<file path="src/rtl/alu_seq_pkg.sv">
// Shared opcodes, FSM states and flag payload for the sequential execute-stage ALU.
package alu_seq_pkg;

    localparam logic [3:0] OP_ADD   = 4'b0000;
    localparam logic [3:0] OP_SUB   = 4'b0001;
    localparam logic [3:0] OP_AND   = 4'b0010;
    localparam logic [3:0] OP_OR    = 4'b0011;
    localparam logic [3:0] OP_XOR   = 4'b0100;
    localparam logic [3:0] OP_SLT   = 4'b0101;
    localparam logic [3:0] OP_SLL   = 4'b0110;
    localparam logic [3:0] OP_SRL   = 4'b0111;
    localparam logic [3:0] OP_SRA   = 4'b1000;
    localparam logic [3:0] OP_MUL   = 4'b1001;
    localparam logic [3:0] OP_MULHU = 4'b1010;
    localparam logic [3:0] OP_DIVU  = 4'b1011;
    localparam logic [3:0] OP_REMU  = 4'b1100;

    typedef enum logic [1:0] {
        S_IDLE = 2'd0,
        S_CALC = 2'd1,
        S_DONE = 2'd2
    } state_e;

    typedef struct packed {
        logic carry;
        logic overflow;
        logic zero;
        logic negative;
    } alu_flags_t;

    // Opcodes served by the iterative multiplier/divider.
    function automatic logic is_iter(input logic [3:0] op);
        return (op == OP_MUL) || (op == OP_MULHU) || (op == OP_DIVU) || (op == OP_REMU);
    endfunction

    function automatic logic is_div(input logic [3:0] op);
        return (op == OP_DIVU) || (op == OP_REMU);
    endfunction

endpackage

</file>
<file path="src/rtl/alu_seq_if.sv">
// Operation/result handshake bundle between the execute stage and the ALU.
interface alu_seq_if #(
    parameter int unsigned WIDTH = 32
);
    logic             in_valid;
    logic             in_ready;
    logic [WIDTH-1:0] A;
    logic [WIDTH-1:0] B;
    logic [3:0]       ALUControl;
    logic             out_valid;
    logic             out_ready;
    logic [WIDTH-1:0] Result;
    logic             Carry;
    logic             OverFlow;
    logic             Zero;
    logic             Negative;
    logic             busy;

    modport master (
        output in_valid, A, B, ALUControl, out_ready,
        input  in_ready, out_valid, Result, Carry, OverFlow, Zero, Negative, busy
    );

    modport slave (
        input  in_valid, A, B, ALUControl, out_ready,
        output in_ready, out_valid, Result, Carry, OverFlow, Zero, Negative, busy
    );
endinterface

</file>
<file path="src/rtl/alu_seq_muldiv.sv">
// Iterative unsigned shift-add multiplier / restoring divider, one bit per cycle.
module alu_seq_muldiv #(
    parameter int unsigned WIDTH = 32
) (
    input  logic             clk,
    input  logic             rst,
    input  logic             start_i,
    input  logic             is_div_i,
    input  logic [WIDTH-1:0] a_i,
    input  logic [WIDTH-1:0] b_i,
    output logic             done_o,
    output logic [WIDTH-1:0] lo_o,
    output logic [WIDTH-1:0] hi_o
);
    localparam int unsigned CW = $clog2(WIDTH);
    localparam int unsigned W1 = WIDTH + 1;

    logic             active_q, active_d;
    logic             is_div_q, is_div_d;
    logic             done_q, done_d;
    logic [CW-1:0]    step_q, step_d;
    logic [WIDTH-1:0] lo_q, lo_d;
    logic [WIDTH-1:0] hi_q, hi_d;
    logic [WIDTH-1:0] b_q, b_d;

    logic [W1-1:0]    mul_sum_c;
    logic [W1-1:0]    div_shift_c;
    logic [W1-1:0]    div_diff_c;
    logic             div_ge_c;

    // {hi,lo} is the product register for MUL and the {remainder,quotient} pair for DIV.
    always_comb begin
        mul_sum_c   = {1'b0, hi_q} + (lo_q[0] ? {1'b0, b_q} : W1'(0));
        div_shift_c = {hi_q, lo_q[WIDTH-1]};
        div_ge_c    = div_shift_c >= {1'b0, b_q};
        div_diff_c  = div_shift_c - {1'b0, b_q};

        active_d = active_q;
        is_div_d = is_div_q;
        step_d   = step_q;
        lo_d     = lo_q;
        hi_d     = hi_q;
        b_d      = b_q;
        done_d   = 1'b0;

        if (start_i) begin
            active_d = 1'b1;
            is_div_d = is_div_i;
            step_d   = '0;
            lo_d     = a_i;
            hi_d     = '0;
            b_d      = b_i;
        end else if (active_q) begin
            if (is_div_q) begin
                hi_d = div_ge_c ? div_diff_c[WIDTH-1:0] : div_shift_c[WIDTH-1:0];
                lo_d = {lo_q[WIDTH-2:0], div_ge_c};
            end else begin
                {hi_d, lo_d} = {mul_sum_c, lo_q[WIDTH-1:1]};
            end
            step_d = step_q + CW'(1);
            if (step_q == CW'(WIDTH - 1)) begin
                active_d = 1'b0;
                done_d   = 1'b1;
            end
        end
    end

    always_ff @(posedge clk or negedge rst) begin
        if (!rst) begin
            active_q <= 1'b0;
            is_div_q <= 1'b0;
            done_q   <= 1'b0;
            step_q   <= '0;
            lo_q     <= '0;
            hi_q     <= '0;
            b_q      <= '0;
        end else begin
            active_q <= active_d;
            is_div_q <= is_div_d;
            done_q   <= done_d;
            step_q   <= step_d;
            lo_q     <= lo_d;
            hi_q     <= hi_d;
            b_q      <= b_d;
        end
    end

    assign done_o = done_q;
    assign lo_o   = lo_q;
    assign hi_o   = hi_q;

endmodule

</file>
<file path="src/rtl/alu_seq.sv">
// Handshaked execute-stage ALU: single-cycle logic/arith/shift ops plus iterative MUL/DIV.
module alu_seq
    import alu_seq_pkg::*;
#(
    parameter int unsigned WIDTH = 32
) (
    input  logic       clk,
    input  logic       rst,
    alu_seq_if.slave   bus
);
    localparam int unsigned SHW = $clog2(WIDTH);
    localparam int unsigned W1  = WIDTH + 1;

    state_e           state_q, state_d;
    logic [WIDTH-1:0] a_q, a_d;
    logic [WIDTH-1:0] b_q, b_d;
    logic [3:0]       op_q, op_d;
    logic [WIDTH-1:0] result_q, result_d;
    alu_flags_t       flags_q, flags_d;
    logic             out_valid_q, out_valid_d;
    logic             in_ready_q;
    logic             busy_q;

    logic             accept_c;
    logic             md_start_c;
    logic             md_done;
    logic [WIDTH-1:0] md_lo, md_hi, md_res_c;

    logic             sub_c, ovf_c;
    logic [WIDTH-1:0] addend_c;
    logic [W1-1:0]    sum_c;
    logic [SHW-1:0]   shamt_c;
    logic [WIDTH-1:0] sc_result_c;
    logic             sc_carry_c, sc_ovf_c;

    logic             load_c;
    logic [WIDTH-1:0] load_val_c;
    logic             load_carry_c, load_ovf_c;

    assign accept_c   = bus.in_valid && (state_q == S_IDLE);
    assign md_start_c = accept_c && is_iter(bus.ALUControl);
    assign md_res_c   = ((op_q == OP_MUL) || (op_q == OP_DIVU)) ? md_lo : md_hi;

    alu_seq_muldiv #(.WIDTH(WIDTH)) u_muldiv (
        .clk      (clk),
        .rst      (rst),
        .start_i  (md_start_c),
        .is_div_i (is_div(bus.ALUControl)),
        .a_i      (bus.A),
        .b_i      (bus.B),
        .done_o   (md_done),
        .lo_o     (md_lo),
        .hi_o     (md_hi)
    );

    // Single-cycle datapath on the latched operands; SUB/SLT share one adder via A + ~B + 1.
    always_comb begin
        sub_c    = (op_q == OP_SUB) || (op_q == OP_SLT);
        addend_c = sub_c ? ~b_q : b_q;
        sum_c    = {1'b0, a_q} + {1'b0, addend_c} + W1'(sub_c);
        ovf_c    = (a_q[WIDTH-1] == addend_c[WIDTH-1]) && (sum_c[WIDTH-1] != a_q[WIDTH-1]);
        shamt_c  = b_q[SHW-1:0];

        sc_result_c = '0;
        sc_carry_c  = 1'b0;
        sc_ovf_c    = 1'b0;
        case (op_q)
            OP_ADD, OP_SUB: begin
                sc_result_c = sum_c[WIDTH-1:0];
                sc_carry_c  = sum_c[WIDTH];
                sc_ovf_c    = ovf_c;
            end
            OP_AND: sc_result_c = a_q & b_q;
            OP_OR:  sc_result_c = a_q | b_q;
            OP_XOR: sc_result_c = a_q ^ b_q;
            OP_SLT: begin
                sc_result_c = WIDTH'(sum_c[WIDTH-1] ^ ovf_c);
                sc_carry_c  = sum_c[WIDTH];
                sc_ovf_c    = ovf_c;
            end
            OP_SLL: sc_result_c = a_q << shamt_c;
            OP_SRL: sc_result_c = a_q >> shamt_c;
            OP_SRA: sc_result_c = WIDTH'($signed(a_q) >>> shamt_c);
            default: sc_result_c = '0;
        endcase
    end

    // FSM next state; the result register loads once per operation, on entry to out_valid.
    always_comb begin
        state_d      = state_q;
        a_d          = a_q;
        b_d          = b_q;
        op_d         = op_q;
        out_valid_d  = out_valid_q;
        load_c       = 1'b0;
        load_val_c   = sc_result_c;
        load_carry_c = sc_carry_c;
        load_ovf_c   = sc_ovf_c;

        unique case (state_q)
            S_IDLE: begin
                if (accept_c) begin
                    a_d     = bus.A;
                    b_d     = bus.B;
                    op_d    = bus.ALUControl;
                    state_d = is_iter(bus.ALUControl) ? S_CALC : S_DONE;
                end
            end
            S_CALC: begin
                if (md_done) begin
                    load_c       = 1'b1;
                    load_val_c   = md_res_c;
                    load_carry_c = 1'b0;
                    load_ovf_c   = 1'b0;
                    state_d      = S_DONE;
                end
            end
            S_DONE: begin
                if (!out_valid_q) begin
                    load_c = 1'b1;
                end else if (bus.out_ready) begin
                    out_valid_d = 1'b0;
                    state_d     = S_IDLE;
                end
            end
            default: state_d = S_IDLE;
        endcase

        if (load_c) begin
            out_valid_d = 1'b1;
        end
        result_d = load_c ? load_val_c : result_q;
        flags_d  = load_c ? '{carry:    load_carry_c,
                              overflow: load_ovf_c,
                              zero:     (load_val_c == '0),
                              negative: load_val_c[WIDTH-1]}
                          : flags_q;
    end

    always_ff @(posedge clk or negedge rst) begin
        if (!rst) begin
            state_q     <= S_IDLE;
            a_q         <= '0;
            b_q         <= '0;
            op_q        <= '0;
            result_q    <= '0;
            flags_q     <= '0;
            out_valid_q <= 1'b0;
            in_ready_q  <= 1'b1;
            busy_q      <= 1'b0;
        end else begin
            state_q     <= state_d;
            a_q         <= a_d;
            b_q         <= b_d;
            op_q        <= op_d;
            result_q    <= result_d;
            flags_q     <= flags_d;
            out_valid_q <= out_valid_d;
            in_ready_q  <= (state_d == S_IDLE);
            busy_q      <= (state_d != S_IDLE);
        end
    end

    assign bus.in_ready  = in_ready_q;
    assign bus.busy      = busy_q;
    assign bus.out_valid = out_valid_q;
    assign bus.Result    = result_q;
    assign bus.Carry     = flags_q.carry;
    assign bus.OverFlow  = flags_q.overflow;
    assign bus.Zero      = flags_q.zero;
    assign bus.Negative  = flags_q.negative;

endmodule
</file>
<file path="src/flat_wrapper.sv">
// flat-port wrapper written by rule: the top's interface ports become plain ports
module alu_seq_flat import alu_seq_pkg::*;
#(
    parameter int unsigned WIDTH = 32
)
  (clk, rst, bus_in_valid, bus_A, bus_B, bus_ALUControl, bus_out_ready, bus_in_ready, bus_out_valid, bus_Result, bus_Carry, bus_OverFlow, bus_Zero, bus_Negative, bus_busy);
  alu_seq_if #(.WIDTH(WIDTH)) bus_i ();
  input  logic clk;
  input  logic rst;
  input wire logic [$bits(bus_i.in_valid)-1:0] bus_in_valid;
  input wire logic [$bits(bus_i.A)-1:0] bus_A;
  input wire logic [$bits(bus_i.B)-1:0] bus_B;
  input wire logic [$bits(bus_i.ALUControl)-1:0] bus_ALUControl;
  input wire logic [$bits(bus_i.out_ready)-1:0] bus_out_ready;
  output wire logic [$bits(bus_i.in_ready)-1:0] bus_in_ready;
  output wire logic [$bits(bus_i.out_valid)-1:0] bus_out_valid;
  output wire logic [$bits(bus_i.Result)-1:0] bus_Result;
  output wire logic [$bits(bus_i.Carry)-1:0] bus_Carry;
  output wire logic [$bits(bus_i.OverFlow)-1:0] bus_OverFlow;
  output wire logic [$bits(bus_i.Zero)-1:0] bus_Zero;
  output wire logic [$bits(bus_i.Negative)-1:0] bus_Negative;
  output wire logic [$bits(bus_i.busy)-1:0] bus_busy;
  assign bus_i.in_valid = bus_in_valid;
  assign bus_i.A = bus_A;
  assign bus_i.B = bus_B;
  assign bus_i.ALUControl = bus_ALUControl;
  assign bus_i.out_ready = bus_out_ready;
  assign bus_in_ready = bus_i.in_ready;
  assign bus_out_valid = bus_i.out_valid;
  assign bus_Result = bus_i.Result;
  assign bus_Carry = bus_i.Carry;
  assign bus_OverFlow = bus_i.OverFlow;
  assign bus_Zero = bus_i.Zero;
  assign bus_Negative = bus_i.Negative;
  assign bus_busy = bus_i.busy;
  alu_seq #(.WIDTH(WIDTH)) u_core (.clk(clk), .rst(rst), .bus(bus_i));
endmodule
</file>
<file path="config.mk">
export PLATFORM = sky130hd
export DESIGN_NAME = alu_seq_flat
export DESIGN_NICKNAME = d
export VERILOG_FILES = /design/src/rtl/alu_seq_pkg.sv /design/src/rtl/alu_seq_if.sv /design/src/rtl/alu_seq_muldiv.sv /design/src/rtl/alu_seq.sv /design/src/flat_wrapper.sv
export SDC_FILE = /design/constraint.sdc
export NUM_CORES = 1
export LEC_CHECK = 0
export ABC_CLOCK_PERIOD_IN_PS = 12500
export CORE_AREA = 2 2 351 179
export CTS_CLUSTER_DIAMETER = 40
export DETAILED_ROUTE_END_ITERATION = 8
export DIE_AREA = 0 0 353 181
export MAX_ROUTING_LAYER = met4
export SLEW_MARGIN = 20
export SYNTH_ARGS = -nofsm -noshare
export SYNTH_HDL_FRONTEND = slang
export SYNTH_SLANG_ARGS = --single-unit
export TNS_END_PERCENT = 100
</file>
<file path="constraint.sdc">
create_clock -name clk -period 12.5 [get_ports clk]
set_input_delay 3.75 -clock clk [delete_from_list [all_inputs] [get_ports clk]]
set_output_delay 3.75 -clock clk [all_outputs]
set_load 0.03 [all_outputs]
</file>
==> results of run 1 <==
==> flip-flops by register name, indices dropped and copies added, names as in the netlist <==
name and cells:
u_core.op_q 4, u_core.u_muldiv.active_q 1, u_core.bus.OverFlow 1, u_core.bus.Zero 1, u_core.u_muldiv.lo_o 32, u_core.bus.Carry 1, u_core.bus.Result 31, u_core.bus.in_ready 1
u_core.bus.Negative 1, u_core.bus.busy 1, u_core.bus.out_valid 1, u_core.u_muldiv.step_q 5, u_core.b_q 32, u_core.u_muldiv.done_o 1, u_core.state_q 2, u_core.u_muldiv.is_div_q 1
u_core.u_muldiv.b_q 32, u_core.u_muldiv.hi_o 32, u_core.a_q 32
==> worst register-to-register path, cell delays in order (launching register included) <==
cell and delay [ns]:
dfrtp_2 0.36, buf_4 0.73, inv_2 0.63, ha_1 0.46
mux2i_1 0.29, o221ai_1 0.39, a221oi_1 0.59, a211oi_1 0.23
a211oi_1 0.68, o211ai_1 0.19, nor3_1 0.31, nand4_1 0.18
or4_1 0.49, o41ai_2 0.33
==> cell type report <==
| cell class | count | area (um^2) |
|---|---|---|
| inverter | 127 | 477 |
| timing repair buffer | 152 | 1420 |
| antenna | 4 | 10.0 |
| fill | 6236 | 36600 |
| clock inverter | 18 | 246 |
| clock buffer | 42 | 932 |
| tap | 825 | 1030 |
| multi-input combinational | 2127 | 14700 |
| sequential | 212 | 5310 |
==> synth_stat cells (all sizes together), types with 25 or more instances <==
library cell    n  share of area [%]
nand2         363                6.4
o21ai         275                6.5
nor2          212                3.8
dfrtp         211                 25
a21oi         199                4.8
ha            173                 10
inv           124                2.2
clkbuf        117                2.1
mux2i         114                5.5
xnor2          78                3.2
buf            49                1.4
mux4           45                4.8
a21o           42                1.5
and2           39                1.2
mux2           38                2.0
nand3          37               0.88
a211oi         35                1.2
nor3           35               0.85
o22ai          31               0.95
nand4          28               0.83
o211ai         27               0.96
xor2           26                1.1
a31oi          25               0.77
==> layer usage <==
layer	global-route usage [%]	share of wire [%]
met4	7.27	2.8
met2	40.1	42
met1	39.6	45
met3	7.21	10
met5	-	0
==> metrics by stage <==
stage	std cells	instance area (um^2)	hold WS [ns]	utilization, %	worst slack (ns)
3_3_place_gp	3443	22900	0.468	37.8	5.47
4_1_cts	3503	24100	0.482	39.7	5.95
6_report	3507	24100	0.479	39.7	5.95
5_1_grt	3507	24100	0.504	39.7	5.69
2_1_floorplan	2632	21200	0.467	-	7.17
3_5_place_dp	3443	22900	0.470	37.8	5.40
==> worst min-delay path by stage <==
| stage | to | slack (ns) | depth (start not counted) |
|---|---|---|---|
| floorplan | u_core.u_muldiv.b_q[0]$_DFFE_PN0P_ | 0.47 | 2 |
| global placement | u_core.bus.Result[4]$_DFFE_PN0P_ | 0.47 | 2 |
| detailed placement | u_core.bus.Result[16]$_DFFE_PN0P_ | 0.47 | 2 |
| CTS | u_core.bus.Result[11]$_DFFE_PN0P_ | 0.48 | 2 |
| global route | u_core.bus.Result[5]$_DFFE_PN0P_ | 0.50 | 2 |
| finish | u_core.bus.Result[11]$_DFFE_PN0P_ | 0.48 | 2 |
==> cells by family after synthesis <==
group                    count (synthesis)  share of synthesized area (%)
buffers and inverters                  293                           5.68
AO/OA/AOI/OAI                          835                           24.8
flip-flops                             212                           25.1
multiplexers                           197                           12.4
adder cells (fa/ha/maj)                176                           10.5
XOR/XNOR                               104                           4.30
AND/OR/NAND/NOR                        815                           17.2
==> reports/metrics.csv, run 1 <==
metric,value,unit
Final Hold Vio Count,0,
"setup slack, reg-to-reg",6.55,ns
global router's overall resource usage,28.3,%
"Slowest-stage cell, CP",and3_4,
ys flop type,dfrtp_1,
"flops & latches, synth",212,
CTS tree,yes,
num rows,64,
"Warnings, synthesis",0,
Yosys cell types,97,
DRC,0,
full die area,63900,um^2
worst reg2reg path depth,13,
crit path DAT,6.96,ns
clock-pin slew on the worst setup and hold paths,0.06,ns
Routed Antenna Nets,0,
largest net degree at the start of global routing,90,
Max Root-Sink Buffers,3,
final setup vio count,0,
Startpoint Class,input port,
setup tns final,0,ns
post-CTS setup buffer count,0,
initial drt markers,2449,
CP Class,input port to flop,
GPL Wtd Cong,1.09,
vias in the first global route,19700,
WP depth,7,
Synth Cell Area,21200,um^2
crit share post-route,52.4,%
ys async rst share,100,%
root buffer cell,clkbuf_16,
cts hold-fix bufs,0,
syn_area_per_cell,8.04,um^2
"commonest non-fill, non-tap cell in the layout",nand2_1,
critical path endpoint category,flop,
"Cell Chain, Critical Path",clkdlybuf4s50_1 -> and2_4 -> and3_4 -> buf_4 -> nor2_1 -> a221oi_1 -> o32ai_1,
"EDFF count, synth",0,
drt pass-1 iters,6,
crit-path max cell delay,0.74,ns
Initial Utilization,34.9,%
Sink Count,212,
worst relative slew slack,20.6,%
RR Endpoint,u_core.bus.Zero$_DFFE_PN0P_,
fmax,153,MHz
first-pass GRT wire length,133000,um
Required @ worst endpoint,12.91,ns
Post-Syn Nets,2880,
status,finished clean,
end point of the critical path,u_core.u_muldiv.hi_o[27]$_DFFE_PN0P_,
Hold Crit Class,flop to flop,
core footprint,60700,um^2
Layout Nets,2903,
Worst Tran Pin Value,1.17,ns
drt wl/cell,25.7,um
CP Buf/Inv Count,2,
boundary pin count,111,
"Max FO, Critical Path",81,
Max-Cap Viols,0,
Die Y,181,um
grt ovf,0,
H-tree depth,2,
CP top delay family,simple AND/OR/NAND/NOR gates,
Max Slew Vio Count,0,
Crit Reg-Reg Startpoint,u_core.b_q[0]$_DFFE_PN0P_,
DIE WIDTH,353,um
hpwl dp,68000,um
Via density,5.99,
crit path from,bus_in_valid,
worst-skew pair later-pin latency,0.54,ns
initial antenna violation count,4,
Tmin final,6.55,ns
Mapped Cells,2632,
Layout Skew,0.0203,ns
routed via count,21000,
"Seq/Total Area, Yosys",25.1,%
overall routed net length,90000,um
"commonest non-fill, non-tap cells in the layout","362 x nand2_1, 267 x o21ai_0, 212 x nor2_1",
area added between synthesis and finish,14.0,%
TritonCTS Buffers,35,
share of layout cells above drive strength 1,8.44,%
Post-CTS Resized,0,
hold path startpoint,u_core.bus.Result[11]$_DFFE_PN0P_,
unrepaired setup endpoints after global routing,false,
port bufs,110,
Power of run 1 is not shown: default switching activity piles up to over one toggle a cycle in this logic, so the estimate is an artifact.
==> run 2: changes to the inputs <==
--- a/config.mk
+++ b/config.mk
@@ -5,7 +5,7 @@
 export SDC_FILE = /design/constraint.sdc
 export NUM_CORES = 1
 export LEC_CHECK = 0
-export ABC_CLOCK_PERIOD_IN_PS = 12500
+export ABC_CLOCK_PERIOD_IN_PS = 6500
 export CORE_AREA = 2 2 351 179
 export CTS_CLUSTER_DIAMETER = 40
 export DETAILED_ROUTE_END_ITERATION = 8
==> constraint.sdc (replaced) <==
create_clock -name clk -period 6.5 [get_ports clk]
set_input_delay 1.95 -clock clk [delete_from_list [all_inputs] [get_ports clk]]
set_output_delay 1.95 -clock clk [all_outputs]
set_load 0.03 [all_outputs]
==> reports/metrics.csv, run 2 (same netlist as run 1, synthesis figures left out) <==
metric,value,unit,change
status,finished clean,,unchanged
CP top delay family,compound AO/OA/AOI/OAI gates,,was simple AND/OR/NAND/NOR gates
Hold Crit Class,flop to flop,,unchanged
Max Slew Vio Count,0,,unchanged
clock-pin slew on the worst setup and hold paths,0.05,ns,was 0.06 ns
crit path DAT,5.64,ns,was 6.96 ns
Die Y,181,um,unchanged
grt ovf,0,,unchanged
Layout Skew,0.0386,ns,was 0.0203 ns
unrepaired setup endpoints after global routing,false,,unchanged
Layout Nets,2918,,was 2903
"commonest non-fill, non-tap cell in the layout",nand2_1,,unchanged
core footprint,60700,um^2,unchanged
setup tns final,0,ns,unchanged
grt met2 use,43.4,%,was 40.1%
hpwl dp,75300,um,was 68000 um
DRC,0,,unchanged
"Cell Chain, Critical Path",buf_4 -> nor4b_1 -> a21oi_1 -> fa_1 -> nor2b_1 -> o21a_1 -> o21a_1 -> o21ai_0 -> o31ai_1 -> xnor2_1 -> o221ai_1 -> nand2_1 -> o211ai_1 -> or4_1 -> o41ai_2,,was clkdlybuf4s50_1 -> and2_4 -> and3_4 -> buf_4 -> nor2_1 -> a221oi_1 -> o32ai_1
Sink Count,212,,unchanged
Initial Utilization,34.9,%,unchanged
final setup vio count,0,,unchanged
crit-path max cell delay,0.84,ns,was 0.74 ns
initial drt markers,2667,,was 2449
first-pass GRT wire length,143000,um,was 133000 um
TritonCTS Buffers,36,,was 35
most used routing layer,met2,,unchanged
share of layout cells above drive strength 1,9.08,%,was 8.44%
critical path endpoint category,flop,,unchanged
CTS tree,yes,,unchanged
Via density,6.03,,was 5.99
post-CTS setup buffer count,0,,unchanged
"Max FO, Critical Path",23,,was 81
overall routed net length,97700,um,was 90000 um
crit share post-route,79.7,%,
worst-skew pair later-pin latency,0.59,ns,was 0.54 ns
Startpoint Class,flop,,was input port
area added between synthesis and finish,15.5,%,was 14.0%
GPL Wtd Cong,1.09,,about the same
GR Layer Usage met1,43.0,%,was 39.6%
vias in the first global route,20400,,was 19700
num rows,64,,unchanged
routed via count,21300,,was 21000
met3 usage,9.06,%,was 7.21%
full die area,63900,um^2,unchanged
worst relative slew slack,27.5,%,was 20.6%
fmax,193,MHz,
H-tree depth,2,,unchanged
global router's overall resource usage,30.9,%,was 28.3%
Post-CTS Resized,0,,unchanged
CP Class,flop to flop,,was input port to flop
"commonest non-fill, non-tap cells in the layout","362 x nand2_1, 267 x o21ai_0, 212 x nor2_1",,unchanged
cts hold-fix bufs,0,,unchanged
Max Root-Sink Buffers,3,,unchanged
Tmin final,5.18,ns,
CP Buf/Inv Count,1,,was 2
root buffer cell,clkbuf_16,,unchanged
initial antenna violation count,5,,was 4
DIE WIDTH,353,um,unchanged
boundary pin count,111,,unchanged
largest net degree at the start of global routing,96,,was 90
Max-Cap Viols,0,,unchanged
Final Hold Vio Count,0,,unchanged
port bufs,110,,unchanged
Critical Path Most Common Cell,o21a_1,,
drt wl/cell,27.7,um,was 25.7 um
Worst Tran Pin Value,1.08,ns,was 1.17 ns
Required @ worst endpoint,6.95,ns,was 12.91 ns
drt pass-1 iters,6,,unchanged
"Slowest-stage cell, CP",nor4b_1,,was and3_4
Routed Antenna Nets,0,,unchanged
==> run 2: final cells by class <==
type / count / area [um^2]
tap: 825 / 1030
timing repair buffer: 166 / 1550
sequential: 212 / 5310
multi-input combinational: 2127 / 14700
fill: 6204 / 36300
inverter: 127 / 477
clock inverter: 24 / 410
clock buffer: 42 / 945
antenna: 4 / 10.0
==> run 2: worst paths after layout <==
| path | from | end | slack [ns] | cells past startpoint |
|---|---|---|---|---|
| max | u_core.op_q[1]$_DFFE_PN0P_ | u_core.bus.Zero$_DFFE_PN0P_ | 1.32 | 15 |
| min | u_core.bus.Result[19]$_DFFE_PN0P_ | u_core.bus.Result[19]$_DFFE_PN0P_ | 0.47 | 2 |
| max reg2reg | u_core.op_q[1]$_DFFE_PN0P_ | u_core.bus.Zero$_DFFE_PN0P_ | 1.32 | 15 |
| min reg2reg | u_core.bus.Result[19]$_DFFE_PN0P_ | u_core.bus.Result[19]$_DFFE_PN0P_ | 0.47 | 2 |
| max in group asynchronous | rst | u_core.u_muldiv.lo_o[25]$_DFFE_PN0P_ | 3.87 | 2 |
| min in group asynchronous | rst | u_core.u_muldiv.b_q[7]$_DFFE_PN0P_ | 1.44 | 1 |
==> run 2: stage by stage <==
| stage | setup WS, ns | utilization, % | hold slack [ns] | instance area (um^2) | instances |
|---|---|---|---|---|---|
| final | 1.32 | 40.3 | 0.472 | 24400 | 3527 |
| after global routing | 1.00 | 40.2 | 0.490 | 24400 | 3526 |
| after CTS | 1.40 | 40.2 | 0.476 | 24400 | 3523 |
| after detailed placement | 1.47 | 38.0 | 0.464 | 23100 | 3457 |
| after global placement | 1.40 | 38.0 | 0.465 | 23100 | 3457 |
| after floorplan | 1.69 | - | 0.467 | 21200 | 2632 |
==> run 2: worst reg2reg max path: cells and delay by family, from the launching register on <==
| family | cells | cell delay (ns) |
|---|---|---|
| AO/OA/AOI/OAI | 8 | 1.98 |
| XOR/XNOR | 1 | 0.20 |
| AND/OR/NAND/NOR | 4 | 1.86 |
| adder cells (fa/ha/maj) | 1 | 0.46 |
| flip-flops | 1 | 0.38 |
| buffers and inverters | 1 | 0.22 |
==> run 2: per-layer routing <==
layer,share of wire (%),vias to the layer above,wire length (um)
met1,46,10500,45000
met4,2.6,0,2580
li1,-,9663,-
met2,41,964,40100
met3,10,140,10000
met5,0,-,0
Power of run 2 is left out for the same reason.
==> patch, RTL diff (flow settings as in run 2) <==
`WIDTH` is set to 32 in 4 places; all go to 16.
--- a/src/rtl/alu_seq_if.sv
+++ b/src/rtl/alu_seq_if.sv
@@ -1,6 +1,6 @@
 // Operation/result handshake bundle between the execute stage and the ALU.
 interface alu_seq_if #(
-    parameter int unsigned WIDTH = 32
+    parameter int unsigned WIDTH = 16
 );
     logic             in_valid;
     logic             in_ready;
--- a/src/rtl/alu_seq_muldiv.sv
+++ b/src/rtl/alu_seq_muldiv.sv
@@ -1,6 +1,6 @@
 // Iterative unsigned shift-add multiplier / restoring divider, one bit per cycle.
 module alu_seq_muldiv #(
-    parameter int unsigned WIDTH = 32
+    parameter int unsigned WIDTH = 16
 ) (
     input  logic             clk,
     input  logic             rst,
--- a/src/rtl/alu_seq.sv
+++ b/src/rtl/alu_seq.sv
@@ -2,7 +2,7 @@
 module alu_seq
     import alu_seq_pkg::*;
 #(
-    parameter int unsigned WIDTH = 32
+    parameter int unsigned WIDTH = 16
 ) (
     input  logic       clk,
     input  logic       rst,
--- a/src/flat_wrapper.sv
+++ b/src/flat_wrapper.sv
@@ -1,7 +1,7 @@
 // flat-port wrapper written by rule: the top's interface ports become plain ports
 module alu_seq_flat import alu_seq_pkg::*;
 #(
-    parameter int unsigned WIDTH = 32
+    parameter int unsigned WIDTH = 16
 )
   (clk, rst, bus_in_valid, bus_A, bus_B, bus_ALUControl, bus_out_ready, bus_in_ready, bus_out_valid, bus_Result, bus_Carry, bus_OverFlow, bus_Zero, bus_Negative, bus_busy);
   alu_seq_if #(.WIDTH(WIDTH)) bus_i ();
Interface: changed (resized bus_A, bus_B and bus_Result); port bits go from 111 to 63. The function was not compared with the original's and may differ.
==> patch against run 2 <==
Largest cell class unchanged. Final cell count shrank 40%. Fmax grew 15%. Worst setup slack improved by 690 ps. Synthesized cell count shrank 53%. Cell area is 48% lower. Highest routed layer unchanged. Area after synthesis down 50%. Hold slack better by 5.8 ps. Utilization is 19 points lower. Critical path type unchanged. Sequential cell count is 97 lower. Wire length fell by 62%.
Power is not shown: default switching activity piles up to over one toggle a cycle in this logic, so the estimate is an artifact.
==> patch: results (changes against run 2) <==
route:
  drtIter0Drc: 931  # was 2667
  vias: 9818  # was 21.3k
  routed_wl_mm: 37.4  # was 97.7 mm
  firstDrtPassIters: 5  # was 6
  ant_nets: 0  # unchanged
synth:
  synth-compound-area-share_pct: 21.6  # was 24.8%
  synth_cell_type_count: 79  # was 97
  synthTopCellsByCount: "130 x nand2_1, 114 x dfrtp_1, 100 x o21ai_0, 91 x a21oi_1, 87 x ha_1"  # was 363 x nand2_1, 267 x o21ai_0, 212 x nor2_1, 211 x dfrtp_1, 196 x a21oi_1
  synthMuxAreaShare_pct: 14.0  # was 12.4%
  synth_xor_area_share_pct: 4.21  # was 4.30%
  ys_seq_area_share_pct: 27.2  # was 25.1%
  synthAdderAreaFrac_pct: 10.8  # was 10.5%
  postSynth.asyncResetShare_pct: 100  # unchanged
  synth_fp_nets: 1378  # was 2880
  synth_edf_count: 0  # unchanged
  yosys_warnings: 0  # unchanged
  synth_area_leaders: "dfrtp_1 27%, ha_1 10%, mux2_2 5.4%, o21ai_0 4.7%, nand2_1 4.6%"  # was dfrtp_1 25%, ha_1 10%, nand2_1 6.4%, o21ai_0 6.3%, mux2i_1 5.3%
clocking:
  clockRootBuffer: "clkbuf_16"  # unchanged
  cts_buffers: 17  # was 36
  cts_htree_levels: 4  # was 2
  cts_setup_buffers: 0  # unchanged
  clock_path_buffers: 2  # was 3
  ctsResizeCount: 0  # unchanged
  clk_pin_slew_ps: 60
  clock_latency_ps: 440  # was 590 ps
sta:
  clock_skew_ps: 25.3  # was 38.6 ps
  fin_crit_sh_pct: 69.1  # was 79.7%
  tightest_slew_ps: 947  # was 1080 ps
cells_and_area:
  diodes: 0  # was 4
  n_fill_cell: 6751  # was 6204
  drive_above_1_share_pct: 11.1  # was 9.08%
critical_path:
  r2r_start: "u_core.op_q[0]"  # was u_core.op_q[1]
  reg2regPathDepth: 13  # was 15
  crit_family: "compound AO/OA/AOI/OAI gates"  # unchanged
  critPathMaxStageDelay_ps: 780  # was 840 ps
  cp_max_fo: 20  # was 23
  worstPathArrival_ps: 4820  # was 5640 ps
  reg2reg_to: "u_core.bus.Zero"  # unchanged
  cp_slowest_cell: "dfrtp_1"  # was nor4b_1
  r2r_slack_ps: 2010  # was 1320 ps
global_route:
  grt_pass1_wl_mm: 58.4  # was 143 mm
  grt_usage_pct: 12.0  # was 30.9%
  grt_antenna_before_repair: 0  # was 5
  first_global_vias: 9575  # was 20.4k
  grt_max_degree: 58  # was 96
min_path:
  hold_end: "u_core.bus.OverFlow"  # was u_core.bus.Result[19]
  min_path_type: "flop to flop"  # unchanged
  hold_path_depth: 2  # unchanged
  hold_start: "u_core.bus.OverFlow"  # was u_core.bus.Result[19]
placed_design:
  post-dp-hpwl_mm: 28.2  # was 75.3 mm
  place_area_sq_um: 12100  # was 23100 sq um
  gp_congestion: 1.01  # was 1.09
  io_buffers: 62  # was 110
  place_ws_ps: 2110  # was 1470 ps
outcome:
  outcome: "finished clean"  # unchanged
-- patch: routing by layer --
layer  track usage, %  wire length, um
met1             14.3            15800
met2             20.2            18400
met3             1.73             1630
met4             5.46             1560
met5                -                0
-- patch: cell type report --
type | instances | area share (%)
Tap cell | 825 | 8.12
Sequential cell | 115 | 22.7
Clock inverter | 10 | 1.04
Timing Repair Buffer | 82 | 6.05
Multi-Input combinational cell | 981 | 56.3
Inverter | 73 | 2.16
Clock buffer | 21 | 3.70
-- patch: worst max path at each step --
| stage | start | cells after the start | endpoint |
|---|---|---|---|
| after detailed placement | u_core.op_q[0] | 13 | u_core.bus.Zero |
| after global placement | u_core.op_q[0] | 13 | u_core.bus.Zero |
| after global routing | u_core.op_q[0] | 13 | u_core.bus.Zero |
| final | u_core.op_q[0] | 13 | u_core.bus.Zero |
| after CTS | u_core.op_q[0] | 13 | u_core.bus.Zero |
| after floorplan | u_core.op_q[0] | 16 | u_core.bus.Zero |
-- patch: per-stage QoR --
stage                     instances  utilization, %  hold WS (ps)
after floorplan                1248               -           467
after global placement         2076            19.9           468
after detailed placement       2076            19.9           471
after CTS                      2107            20.9           485
after global routing           2107            20.9           522
final                          2107            20.9           478
-- patch: worst min-delay path: cells and delay by family (launching register included) --
| kind | cells | cell delay, ps |
|---|---|---|
| compound gates | 1 | 60 |
| simple gates | 1 | 50 |
| flops | 1 | 340 |
-- patch: logic make-up after synthesis --
family / after synthesis
and+or+nand+nor: 365
xor gates and xnor gates: 51
DFF: 115
adders and majority gates: 90
AOI/OAI and AO/OA: 359
buffers and inverters: 152
muxes: 116
